## src/rtl/mem_arb_pkg.sv

```systemverilog
// Shared definitions for the memory port arbiter:
//   - WORD_BYTES : bytes per bank word (32-bit datapath)
//   - SZ_*       : data access size encodings (2'b11 is reserved)
//   - own_e      : response-owner state, i.e. who receives data the cycle after grant
//   - is_aligned : natural-alignment check for a data access
package mem_arb_pkg;

  localparam int WORD_BYTES = 4;

  localparam logic [1:0] SZ_BYTE = 2'b00;
  localparam logic [1:0] SZ_HALF = 2'b01;
  localparam logic [1:0] SZ_WORD = 2'b10;

  typedef enum logic [1:0] {
    OWN_NONE   = 2'd0,
    OWN_IFETCH = 2'd1,
    OWN_DATA   = 2'd2,
    OWN_DERR   = 2'd3
  } own_e;

  // A reserved size is never considered aligned, so a single check covers both error cases.
  function automatic logic is_aligned(input logic [1:0] size, input logic [1:0] off);
    logic ok;
    ok = 1'b0;
    case (size)
      SZ_BYTE: ok = 1'b1;
      SZ_HALF: ok = ~off[0];
      SZ_WORD: ok = (off == 2'b00);
      default: ok = 1'b0;
    endcase
    return ok;
  endfunction

endpackage

```

## src/rtl/mem_lane_align.sv

```systemverilog
// Byte-lane alignment for the memory port arbiter. Purely combinational.
//   Store side: i_st_size/i_st_off/i_st_wdata -> o_st_mask (byte enables),
//               o_st_wdata (byte or half replicated across all lanes).
//   Load side:  i_ld_size/i_ld_off/i_ld_unsigned/i_ld_rdata -> o_ld_data
//               (bank word shifted down by the byte offset, then sign- or
//               zero-extended from the access size).
module mem_lane_align
  import mem_arb_pkg::*;
(
  input  logic [1:0]            i_st_size,
  input  logic [1:0]            i_st_off,
  input  logic [31:0]           i_st_wdata,
  output logic [WORD_BYTES-1:0] o_st_mask,
  output logic [31:0]           o_st_wdata,
  input  logic [1:0]            i_ld_size,
  input  logic [1:0]            i_ld_off,
  input  logic                  i_ld_unsigned,
  input  logic [31:0]           i_ld_rdata,
  output logic [31:0]           o_ld_data
);

  logic [31:0] w_shifted;

  always_comb begin
    o_st_mask  = '0;
    o_st_wdata = i_st_wdata;
    case (i_st_size)
      SZ_BYTE: begin
        o_st_mask  = 4'b0001 << i_st_off;
        o_st_wdata = {4{i_st_wdata[7:0]}};
      end
      SZ_HALF: begin
        o_st_mask  = 4'b0011 << i_st_off;
        o_st_wdata = {2{i_st_wdata[15:0]}};
      end
      SZ_WORD: begin
        o_st_mask  = 4'b1111;
        o_st_wdata = i_st_wdata;
      end
      default: begin
        o_st_mask  = '0;
        o_st_wdata = i_st_wdata;
      end
    endcase
  end

  always_comb begin
    w_shifted = i_ld_rdata >> {i_ld_off, 3'b000};
    o_ld_data = w_shifted;
    case (i_ld_size)
      SZ_BYTE: o_ld_data = i_ld_unsigned ? {24'd0, w_shifted[7:0]}
                                         : {{24{w_shifted[7]}}, w_shifted[7:0]};
      SZ_HALF: o_ld_data = i_ld_unsigned ? {16'd0, w_shifted[15:0]}
                                         : {{16{w_shifted[15]}}, w_shifted[15:0]};
      default: o_ld_data = w_shifted;
    endcase
  end

endmodule

```

## src/rtl/mem_port_arbiter.sv

```systemverilog
// Shares one single-port, byte-masked, 1-cycle-read-latency bank between an
// instruction fetch port (word reads) and a data port (byte/half/word loads
// and stores). One access is granted per cycle; the response is returned the
// cycle after grant to whichever requester owns it.
//
// Ports:
//   clk, rst_n_i                         clock, async active-low reset
//   i_req_i/i_addr_i -> i_gnt_o          fetch request / grant (combinational)
//   i_rvalid_o/i_rdata_o                 fetch response
//   d_req_i/d_we_i/d_addr_i/d_size_i/
//   d_unsigned_i/d_wdata_i -> d_gnt_o    data request / grant (combinational)
//   d_rvalid_o/d_rdata_o/d_err_o         data response (err on misaligned/reserved)
//   mem_*_o, mem_rd_data_i               bank interface
//   dbg_owner_o                          current response-owner state
//
// Handshake: a request is accepted in the cycle its gnt is high; req must be
// held until then. The response (rvalid or err) appears exactly one cycle
// later and cannot be stalled.
//
// Configuration macro MEM_ARB_RR_EN: defined -> round-robin on contention,
// undefined -> data port has fixed priority.
module mem_port_arbiter
  import mem_arb_pkg::*;
#(
  parameter  int DEPTH  = 512,
  parameter  int WIDTH  = 4,
  localparam int ADDR_W = $clog2(DEPTH * WIDTH)
) (
  input  logic                  clk,
  input  logic                  rst_n_i,
  input  logic                  i_req_i,
  input  logic [ADDR_W-1:0]     i_addr_i,
  output logic                  i_gnt_o,
  output logic                  i_rvalid_o,
  output logic [31:0]           i_rdata_o,
  input  logic                  d_req_i,
  input  logic                  d_we_i,
  input  logic [ADDR_W-1:0]     d_addr_i,
  input  logic [1:0]            d_size_i,
  input  logic                  d_unsigned_i,
  input  logic [31:0]           d_wdata_i,
  output logic                  d_gnt_o,
  output logic                  d_rvalid_o,
  output logic [31:0]           d_rdata_o,
  output logic                  d_err_o,
  output logic [ADDR_W-1:0]     mem_addr_o,
  output logic [31:0]           mem_wr_data_o,
  output logic [WORD_BYTES-1:0] mem_bytemask_o,
  output logic                  mem_write_en_o,
  output logic                  mem_read_en_o,
  input  logic [31:0]           mem_rd_data_i,
  output own_e                  dbg_owner_o
);

  own_e                  r_owner;
  own_e                  w_owner_nxt;
  logic [1:0]            r_ld_off;
  logic [1:0]            r_ld_size;
  logic                  r_ld_uns;
  logic                  w_i_req;
  logic                  w_d_req;
  logic                  w_prio_data;
  logic                  w_d_ok;
  logic                  w_ld_latch;
  logic [WORD_BYTES-1:0] w_st_mask;
  logic [31:0]           w_st_wdata;
  logic [31:0]           w_ld_data;

  // Requests are masked during reset so no grant or bank strobe escapes.
  assign w_i_req = i_req_i & rst_n_i;
  assign w_d_req = d_req_i & rst_n_i;

`ifdef MEM_ARB_RR_EN
  // 1 = data wins the next contested cycle. Moves only on contested grants.
  logic r_rr_data;

  always_ff @(posedge clk or negedge rst_n_i) begin
    if (!rst_n_i) begin
      r_rr_data <= 1'b1;
    end else if (w_i_req && w_d_req) begin
      r_rr_data <= i_gnt_o;
    end
  end

  assign w_prio_data = r_rr_data;
`else
  assign w_prio_data = 1'b1;
`endif

  assign d_gnt_o = w_d_req & (~w_i_req | w_prio_data);
  assign i_gnt_o = w_i_req & ~d_gnt_o;

  assign w_d_ok     = is_aligned(d_size_i, d_addr_i[1:0]);
  assign w_ld_latch = d_gnt_o & w_d_ok & ~d_we_i;

  mem_lane_align u_align (
    .i_st_size     (d_size_i),
    .i_st_off      (d_addr_i[1:0]),
    .i_st_wdata    (d_wdata_i),
    .o_st_mask     (w_st_mask),
    .o_st_wdata    (w_st_wdata),
    .i_ld_size     (r_ld_size),
    .i_ld_off      (r_ld_off),
    .i_ld_unsigned (r_ld_uns),
    .i_ld_rdata    (mem_rd_data_i),
    .o_ld_data     (w_ld_data)
  );

  // Owner state register.
  always_ff @(posedge clk or negedge rst_n_i) begin
    if (!rst_n_i) begin
      r_owner <= OWN_NONE;
    end else begin
      r_owner <= w_owner_nxt;
    end
  end

  // Load formatting context, captured at load grant for use on the response.
  always_ff @(posedge clk or negedge rst_n_i) begin
    if (!rst_n_i) begin
      r_ld_off  <= 2'b00;
      r_ld_size <= 2'b00;
      r_ld_uns  <= 1'b0;
    end else if (w_ld_latch) begin
      r_ld_off  <= d_addr_i[1:0];
      r_ld_size <= d_size_i;
      r_ld_uns  <= d_unsigned_i;
    end
  end

  // Next owner and bank drive. Stores need no response, so they leave the
  // owner at NONE; a rejected data access drives nothing but owns an error.
  always_comb begin
    w_owner_nxt    = OWN_NONE;
    mem_addr_o     = '0;
    mem_wr_data_o  = '0;
    mem_bytemask_o = '0;
    mem_write_en_o = 1'b0;
    mem_read_en_o  = 1'b0;
    if (d_gnt_o) begin
      if (w_d_ok) begin
        mem_addr_o     = d_addr_i;
        mem_bytemask_o = w_st_mask;
        if (d_we_i) begin
          mem_write_en_o = 1'b1;
          mem_wr_data_o  = w_st_wdata;
        end else begin
          mem_read_en_o = 1'b1;
          w_owner_nxt   = OWN_DATA;
        end
      end else begin
        w_owner_nxt = OWN_DERR;
      end
    end else if (i_gnt_o) begin
      mem_addr_o     = i_addr_i;
      mem_bytemask_o = '1;
      mem_read_en_o  = 1'b1;
      w_owner_nxt    = OWN_IFETCH;
    end
  end

  // Responses decode straight from the owner register.
  assign i_rvalid_o  = (r_owner == OWN_IFETCH);
  assign i_rdata_o   = i_rvalid_o ? mem_rd_data_i : 32'd0;
  assign d_rvalid_o  = (r_owner == OWN_DATA);
  assign d_rdata_o   = d_rvalid_o ? w_ld_data : 32'd0;
  assign d_err_o     = (r_owner == OWN_DERR);
  assign dbg_owner_o = r_owner;

endmodule

```

## config.mk

```make
export PLATFORM = sky130hd
export DESIGN_NAME = mem_port_arbiter
export DESIGN_NICKNAME = d
export VERILOG_FILES = /design/src/rtl/mem_arb_pkg.sv /design/src/rtl/mem_lane_align.sv /design/src/rtl/mem_port_arbiter.sv
export SDC_FILE = /design/constraint.sdc
export NUM_CORES = 1
export LEC_CHECK = 0
export BUFFER_PORTS_ARGS = -buffer_cell sky130_fd_sc_hd__buf_2
export CAP_MARGIN = 20
export CORE_AREA = 2 2 83 85
export CTS_CLUSTER_SIZE = 40
export DETAILED_ROUTE_END_ITERATION = 16
export DIE_AREA = 0 0 85 87
export PLACE_DENSITY = 0.76
export SYNTH_ARGS = -nofsm -noshare
export SYNTH_HDL_FRONTEND = slang
export SYNTH_SLANG_ARGS = --single-unit
```

## constraint.sdc

```tcl
create_clock -name clk -period 1.3 [get_ports clk]
set_input_delay 0.065 -clock clk [delete_from_list [all_inputs] [get_ports clk]]
set_output_delay 0.065 -clock clk [all_outputs]
set_load 0.01 [all_outputs]
```

==> results.txt, run 1 <==
Final net count: 641
Layout Utilization: 0.654
Clock Tree Root: clkbuf_8
CP bufs+invs: 3
Die area: 0.00740 mm²
Yosys top cell by area: mux2_2
CTS Buf Count: 3
Final Setup Violations: 65
Cell Chain, Critical Path: mux2_4 > a221oi_4 > buf_6 > buf_4 > o21ai_1 > buf_2
Mux share of post-synthesis cell area: 0.244
Kind of end point of the critical path: primary output
Effective utilization at floorplan: 0.321
Critical path class: register to primary output
ANT cells: 0
Clock Skew: 0 ns
Syn Nets: 392
Seq/Total Area, Yosys: 0.0831
CP startpoint kind: register
Worst-path clk slew: 0.04 ns
Post-synth EDFFs: 0
Area delta synth->final: 104%
Htree depth: 1
Top cell type's share of synthesized area: 0.155
Largest net degree at the start of global routing: 26
Worst VDD drop: 0.850 mV
Inst Count DP: 599
Critical Path Fanout Max: 6
Final non-filler cell total: 626
Crit path time final: 1.91 ns
DRC violation count after routing: 0
Failing checks: setup timing
Max incr delay on CP: 0.44 ns
Ys flop type: dfrtp_1
Ys Warns: 0
Slowest CP cell: dfrtp_2
Synth area leaders: mux2_2, and2_1, nand2_1
Vias in the first global route: 3080
Post-synthesis compound-gate area fraction: 0.277
Synth Area per Inst: 7.07 µm²
Hold Path Origin: d_unsigned_i
Initial antenna violation count: 0
Synth Area in Simple Gates: 0.307
DRT Pass-1 Iters: 4
R2R Path Start: r_ld_off[0]
Maximum clock rate: 523 MHz
Final WS setup: -0.611 ns
Place WS: -0.409 ns
Max clock buf depth: 2
Synth async-reset ratio: 1.00
Leakage: 2.36 nW
Layout cells sized above 1: 0.676
Final Wtd Congestion: 0.875
Vias per Instance: 5.29
Post-synthesis cell area: 0.00211 mm²
Final Cycle Share: 1.47
Max Cap Violations: 0
Ports: 214
Slew Viols, Final: 0
Die Ht: 87 µm
Synth Area in Adders: 0
CP Launch Point: r_ld_off[1]
Power per standard cell area: 775 mW/mm²
FP Rows: 30
Post-Synth XOR/XNOR Area: 0.00831
Worst hold path class: input pin to register
Final WL: 10700 µm
Hpwl dp: 7980 µm
Largest family of logic cells by synthesized area: simple AND/OR/NAND/NOR gates
Clock Latency Late Sink: 0.22 ns
Post-synthesis cell count: 298
Clk sink count: 7
Core area: 0.00657 mm²
# port buffers: 213
Width of the die: 85 µm
Delay-heaviest family, CP: flip-flops
Avg WL per Cell: 17.1 µm
WP data arrival: 1.85 ns
Post-synth top cells: nand2_1, and2_1, mux2_2
GRT Overall Usage: 0.257
Cell variety after synth: 46
Required time worst endpoint: 1.24 ns
RSZ-0062 raised after global routing: true
Slew Limit Headroom: 0.735
Seq cells post-synth: 7
Iter 0 DRT Violations: 113
ANT nets after route: 0
Fin. Hold Viols: 0
Top-count cell post-synth: nand2_1
GR Overflow Total: 0
Slew @ Worst Pin: 0.397 ns
Tot Pwr: 0.00333 W
CTS tree: done
Status: complete, but fails checks
First-pass GRT wire length: 15100 µm
Via Count: 3310
cells in the final DEF (no fill, tap or decap), types with 4 or more instances in the layout:
cell	count
mux2_2	22
mux2_4	8
buf_2	187
buf_12	5
nand2_1	49
buf_6	39
o21ai_2	4
and2_1	15
a22o_1	11
and2_4	19
and3_1	8
a21boi_1	6
mux2i_1	15
inv_1	5
nor2_4	6
o2bb2ai_4	6
dfrtp_1	4
a211oi_2	8
nor2_1	13
a21oi_1	26
buf_4	35
sequential cells by signal, indices dropped and copies added, names as in the netlist:
| register | cells |
|---|---|
| r_ld_size | 2 |
| r_ld_off | 2 |
| r_ld_uns | 1 |
| dbg_owner_o | 2 |
cell type report:
cell class,instances,area (µm²)
multi-input combinational,256,2100
inverter,8,36.3
tap,80,100
clock buffer,4,45.0
sequential,7,179
fill,551,2270
timing repair buffer,271,1840
per-layer routing:
layer	track usage	up-vias	share of wire
met4	0.128	0	0.043
li1	-	1556	-
met5	0	-	0
met3	0.0351	28	0.071
met1	0.277	1533	0.36
met2	0.488	193	0.53
power by group:
part	switching, W	internal [W]	total [W]
combinational	0.00128	0.00142	0.00269
sequential	0.0000656	0.000266	0.000331
clock	0.0000895	0.000212	0.000301
total	0.00143	0.00190	0.00333
worst paths after layout:
path	end	slack (ns)	depth (start not counted)
worst max-delay path	d_rdata_o[17]	-0.61	6
worst min-delay path	r_ld_uns	0.07	2
worst max register to register	r_ld_off[0]	0.18	2
worst min register to register	r_ld_uns	0.60	1
max in group asynchronous	dbg_owner_o[1]	0.84	3
min in group asynchronous	dbg_owner_o[0]	0.33	3
metrics by stage:
stage	setup TNS [ns]	area (µm²)	hold slack, ns
2_1_floorplan	-2.74	2290	-0.231
3_3_place_gp	-7.51	3620	0.00918
3_5_place_dp	-8.34	3620	0.00836
4_1_cts	-19.89	4060	0.0719
5_1_grt	-26.73	4290	0.0890
6_report	-23.47	4290	0.0737
cells by family (layout without fill, tap and decap cells):
kind of cell           count (synthesis)  count (layout)
multiplexers                          46              46
XOR/XNOR                               2               2
flip-flops                             7               7
AND/OR/NAND/NOR                      127             127
AO/OA/AOI/OAI                         81              81
buffers and inverters                 35             283
timing repair:
action,CTS,global route
hold endpoints to repair,7,0
hold buffers,1,0
gates cloned,6,1
setup buffers,11,8
gates resized for setup,61,49
setup endpoints to repair,65,66
pin swaps,9,19
worst reg2reg max path, stage by stage (launching register included):
cell and delay (ns):
dfrtp_2 0.46, bufbuf_16 0.29, mux2_2 0.25
(Power assumes the default switching activity.)
==> run 2, diff against run 1 <==
- CORE_AREA: 2 2 83 85 -> 3 3 88 90
- CTS_CLUSTER_DIAMETER: default -> 200
- DIE_AREA: 0 0 85 87 -> 0 0 91 93
- PLACE_DENSITY: 0.76 -> 0.75
- SYNTH_HIERARCHICAL: default -> 1
==> run 2 against run 1 <==
Net effect:
- first-iteration DRC count up 50%
- critical endpoint is now d_rdata_o[12]
- maximum frequency up 2.0%
- the run still ends with setup timing left
- global-route usage down 1.0 points
- critical path type unchanged
- critical path depth up 2
- synthesized cell count up 8.7%
==> results.txt, run 2 <==
Status: complete, but fails checks
Failing checks: setup timing
RSZ-0062 raised after global routing: true
Syn Nets: 418 (+6.6%)
CTS Buf Count: 3 (unchanged)
Ys flop type: dfrtp_1
Ys Warns: 6 (+6)
Place WS: -0.391 ns (+0.0178 ns)
Maximum clock rate: 534 MHz (+2.0%)
Reg2reg setup slack: 0.17 ns (about the same)
Iter 0 DRT Violations: 170 (+50%)
Hold Crit Depth: 2 (unchanged)
Design Area, Final: 0.00507 mm² (+18%)
Cell Chain, Critical Path: buf_12 > buf_12 > buf_6 > mux2i_4 > a2bb2oi_2 > o21ai_2 > and2_4 > buf_6
Post-DP Area: 0.00390 mm² (+7.8%)
Critical Path Fanout Max: 6 (unchanged)
Die Ht: 93 µm (+6.9%)
WHS Endpoint: dbg_owner_o[1]
Seq cells post-synth: 7 (unchanged)
Core area: 0.00714 mm² (+8.6%)
Clock Latency Late Sink: 0.22 ns (about the same)
Clock Tree Root: clkbuf_8
Reg2Reg Depth: 3 (+1)
Final Setup Violations: 117 (+80%)
Max incr delay on CP: 0.46 ns (+0.02 ns)
Post-synthesis cell area: 0.00243 mm² (+15%)
# port buffers: 213 (unchanged)
Layout cells sized above 1: 0.734 (+0.0584)
ANT nets after route: 0 (unchanged)
Clock Skew: 0 ns (unchanged)
Ports: 214 (unchanged)
Max clock buf depth: 2 (unchanged)
Final Cycle Share: 1.44 (-0.0294)
CP startpoint kind: register
FP Rows: 31 (+3.3%)
Clk sink count: 7 (unchanged)
Slowest CP cell: dfrtp_2
Area delta synth->final: 108%
Post-synth top cells: and2_1, nand2_1, mux2_2
Max Cap Violations: 0 (unchanged)
Synth async-reset ratio: 1.00 (unchanged)
Crit path time final: 1.87 ns (-0.0382 ns)
Cell variety after synth: 36 (-22%)
Via Count: 3658 (+11%)
Worst hold path class: input pin to register
Worst VDD drop: 0.374 mV (-56%)
Final WS setup: -0.573 ns (+0.0382 ns)
ANT cells: 0 (unchanged)
Post-synth EDFFs: 0 (unchanged)
Width of the die: 91 µm (+7.1%)
DRC violation count after routing: 0 (unchanged)
R2R Path Start: r_ld_off[1]
Die area: 0.00846 mm² (+14%)
First-pass GRT wire length: 17100 µm (+13%)
Effective utilization at floorplan: 0.341 (+0.0202)
Leakage: 2.60 nW (+9.8%)
CTS tree: done
Hpwl dp: 7930 µm (-0.61%)
DRT Pass-1 Iters: 5 (+1)
Kind of end point of the critical path: primary output
WP data arrival: 1.81 ns (-0.04 ns)
Post-synthesis cell count: 324 (+8.7%)
Largest net degree at the start of global routing: 34 (+31%)
Hold Path Origin: d_we_i
Yosys top cell by area: and2_1
Worst-path clk slew: 0.04 ns (about the same)
Power per standard cell area: 736 mW/mm² (-5.0%)
Seq/Total Area, Yosys: 0.0719 (-0.0111)
Commonest non-fill, non-tap cell in the layout: buf_2
Synth Area per Inst: 7.51 µm² (+6.2%)
Vias in the first global route: 3522 (+14%)
Htree depth: 1 (unchanged)
CP Launch Point: r_ld_off[1]
Layout fillers: 496 (-10%)
Final Wtd Congestion: 0.870 (-0.49%)
GRT Overall Usage: 0.246 (-0.0104)
Top-count cell post-synth: and2_1
Final net count: 667 (+4.1%)
GR Overflow Total: 0 (unchanged)
Slew Viols, Final: 0 (unchanged)
Vias per Instance: 5.45 (+3.1%)
Slew Limit Headroom: 0.723 (-0.0121)
Final WL: 13300 µm (+24%)
Top cell type's share of synthesized area: 0.249 (+0.0943)
Critical path class: register to primary output
Fin. Hold Viols: 0 (unchanged)
Synth area leaders: and2_1, mux2_2, dfrtp_1
Reg2Reg Capture Point: r_ld_off[1]
Initial antenna violation count: 0 (unchanged)
Required time worst endpoint: 1.24 ns (about the same)
Avg WL per Cell: 19.7 µm (+15%)
Slew @ Worst Pin: 0.413 ns (+0.0169 ns)
Commonest non-fill, non-tap cells in the layout: buf_2, buf_6, and2_4
run 2: kinds of logic (layout without fill, tap and decap cells):
| logic type | Yosys count | after routing | synth area share |
|---|---|---|---|
| buffers and inverters | 39 | 287 | 0.0848 |
| muxes | 50 | 50 | 0.236 |
| AOI/OAI and AO/OA | 81 | 81 | 0.249 |
| and+or+nand+nor | 147 | 147 | 0.358 |
| DFF | 7 | 7 | 0.0719 |
run 2: stage by stage:
step	setup TNS [ns]	hold slack [ns]	std cells	util	total power (W)
after floorplan	-3.90	-0.231	324	-	0.00171
after global placement	-10.62	0.0230	641	0.547	0.00250
after detailed placement	-12.39	0.0217	641	0.547	0.00256
after CTS	-18.66	0.0733	664	0.657	0.00329
after global routing	-27.42	0.0798	671	0.711	0.00392
final	-22.59	0.0751	671	0.711	0.00373
run 2: where the power goes:
| group | total, W | switching (W) | internal (W) |
|---|---|---|---|
| combinational | 0.00308 | 0.00139 | 0.00169 |
| clock | 0.000297 | 0.0000857 | 0.000211 |
| sequential | 0.000355 | 0.0000895 | 0.000265 |
| total | 0.00373 | 0.00157 | 0.00217 |
run 2: area by class of cell:
class | count | area (µm²) | area share
Tap cell | 99 | 124 | 0.0244
Sequential cell | 7 | 178 | 0.0350
Timing Repair Buffer | 281 | 2280 | 0.450
Inverter | 2 | 7.51 | 0.00148
Clock buffer | 4 | 45.0 | 0.00888
Multi-Input combinational cell | 278 | 2430 | 0.480
run 2: layer usage:
layer,track usage,vias up,part of all wire
li1,-,1632,-
met3,0.0603,74,0.091
met5,0,-,0
met2,0.484,265,0.52
met1,0.239,1687,0.32
met4,0.118,0,0.068
run 2: worst max-delay path, delay by kind of cell, from the launching register on:
family	cells	cell delay, ns
AO/OA/AOI/OAI	2	0.25
buffers and inverters	4	0.50
flip-flops	1	0.46
multiplexers	1	0.24
AND/OR/NAND/NOR	1	0.14
run 2: worst max-delay path by stage:
stage	endpoint	slack [ns]	depth (start not counted)
2_1_floorplan	d_rdata_o[22]	-0.25	6
6_report	d_rdata_o[12]	-0.57	8
3_3_place_gp	d_rdata_o[22]	-0.35	6
5_1_grt	d_rdata_o[28]	-0.64	8
3_5_place_dp	d_rdata_o[27]	-0.39	6
4_1_cts	d_rdata_o[27]	-0.54	6
run 2: repair_timing:
action                                  CTS  global route
pin swaps                                22            28
endpoints found under the setup margin   96           118
resized for setup                        98            75
buffers inserted                         12             6
hold buffers                              1             0
hold endpoints to repair                  7             0
cloned                                    6             3
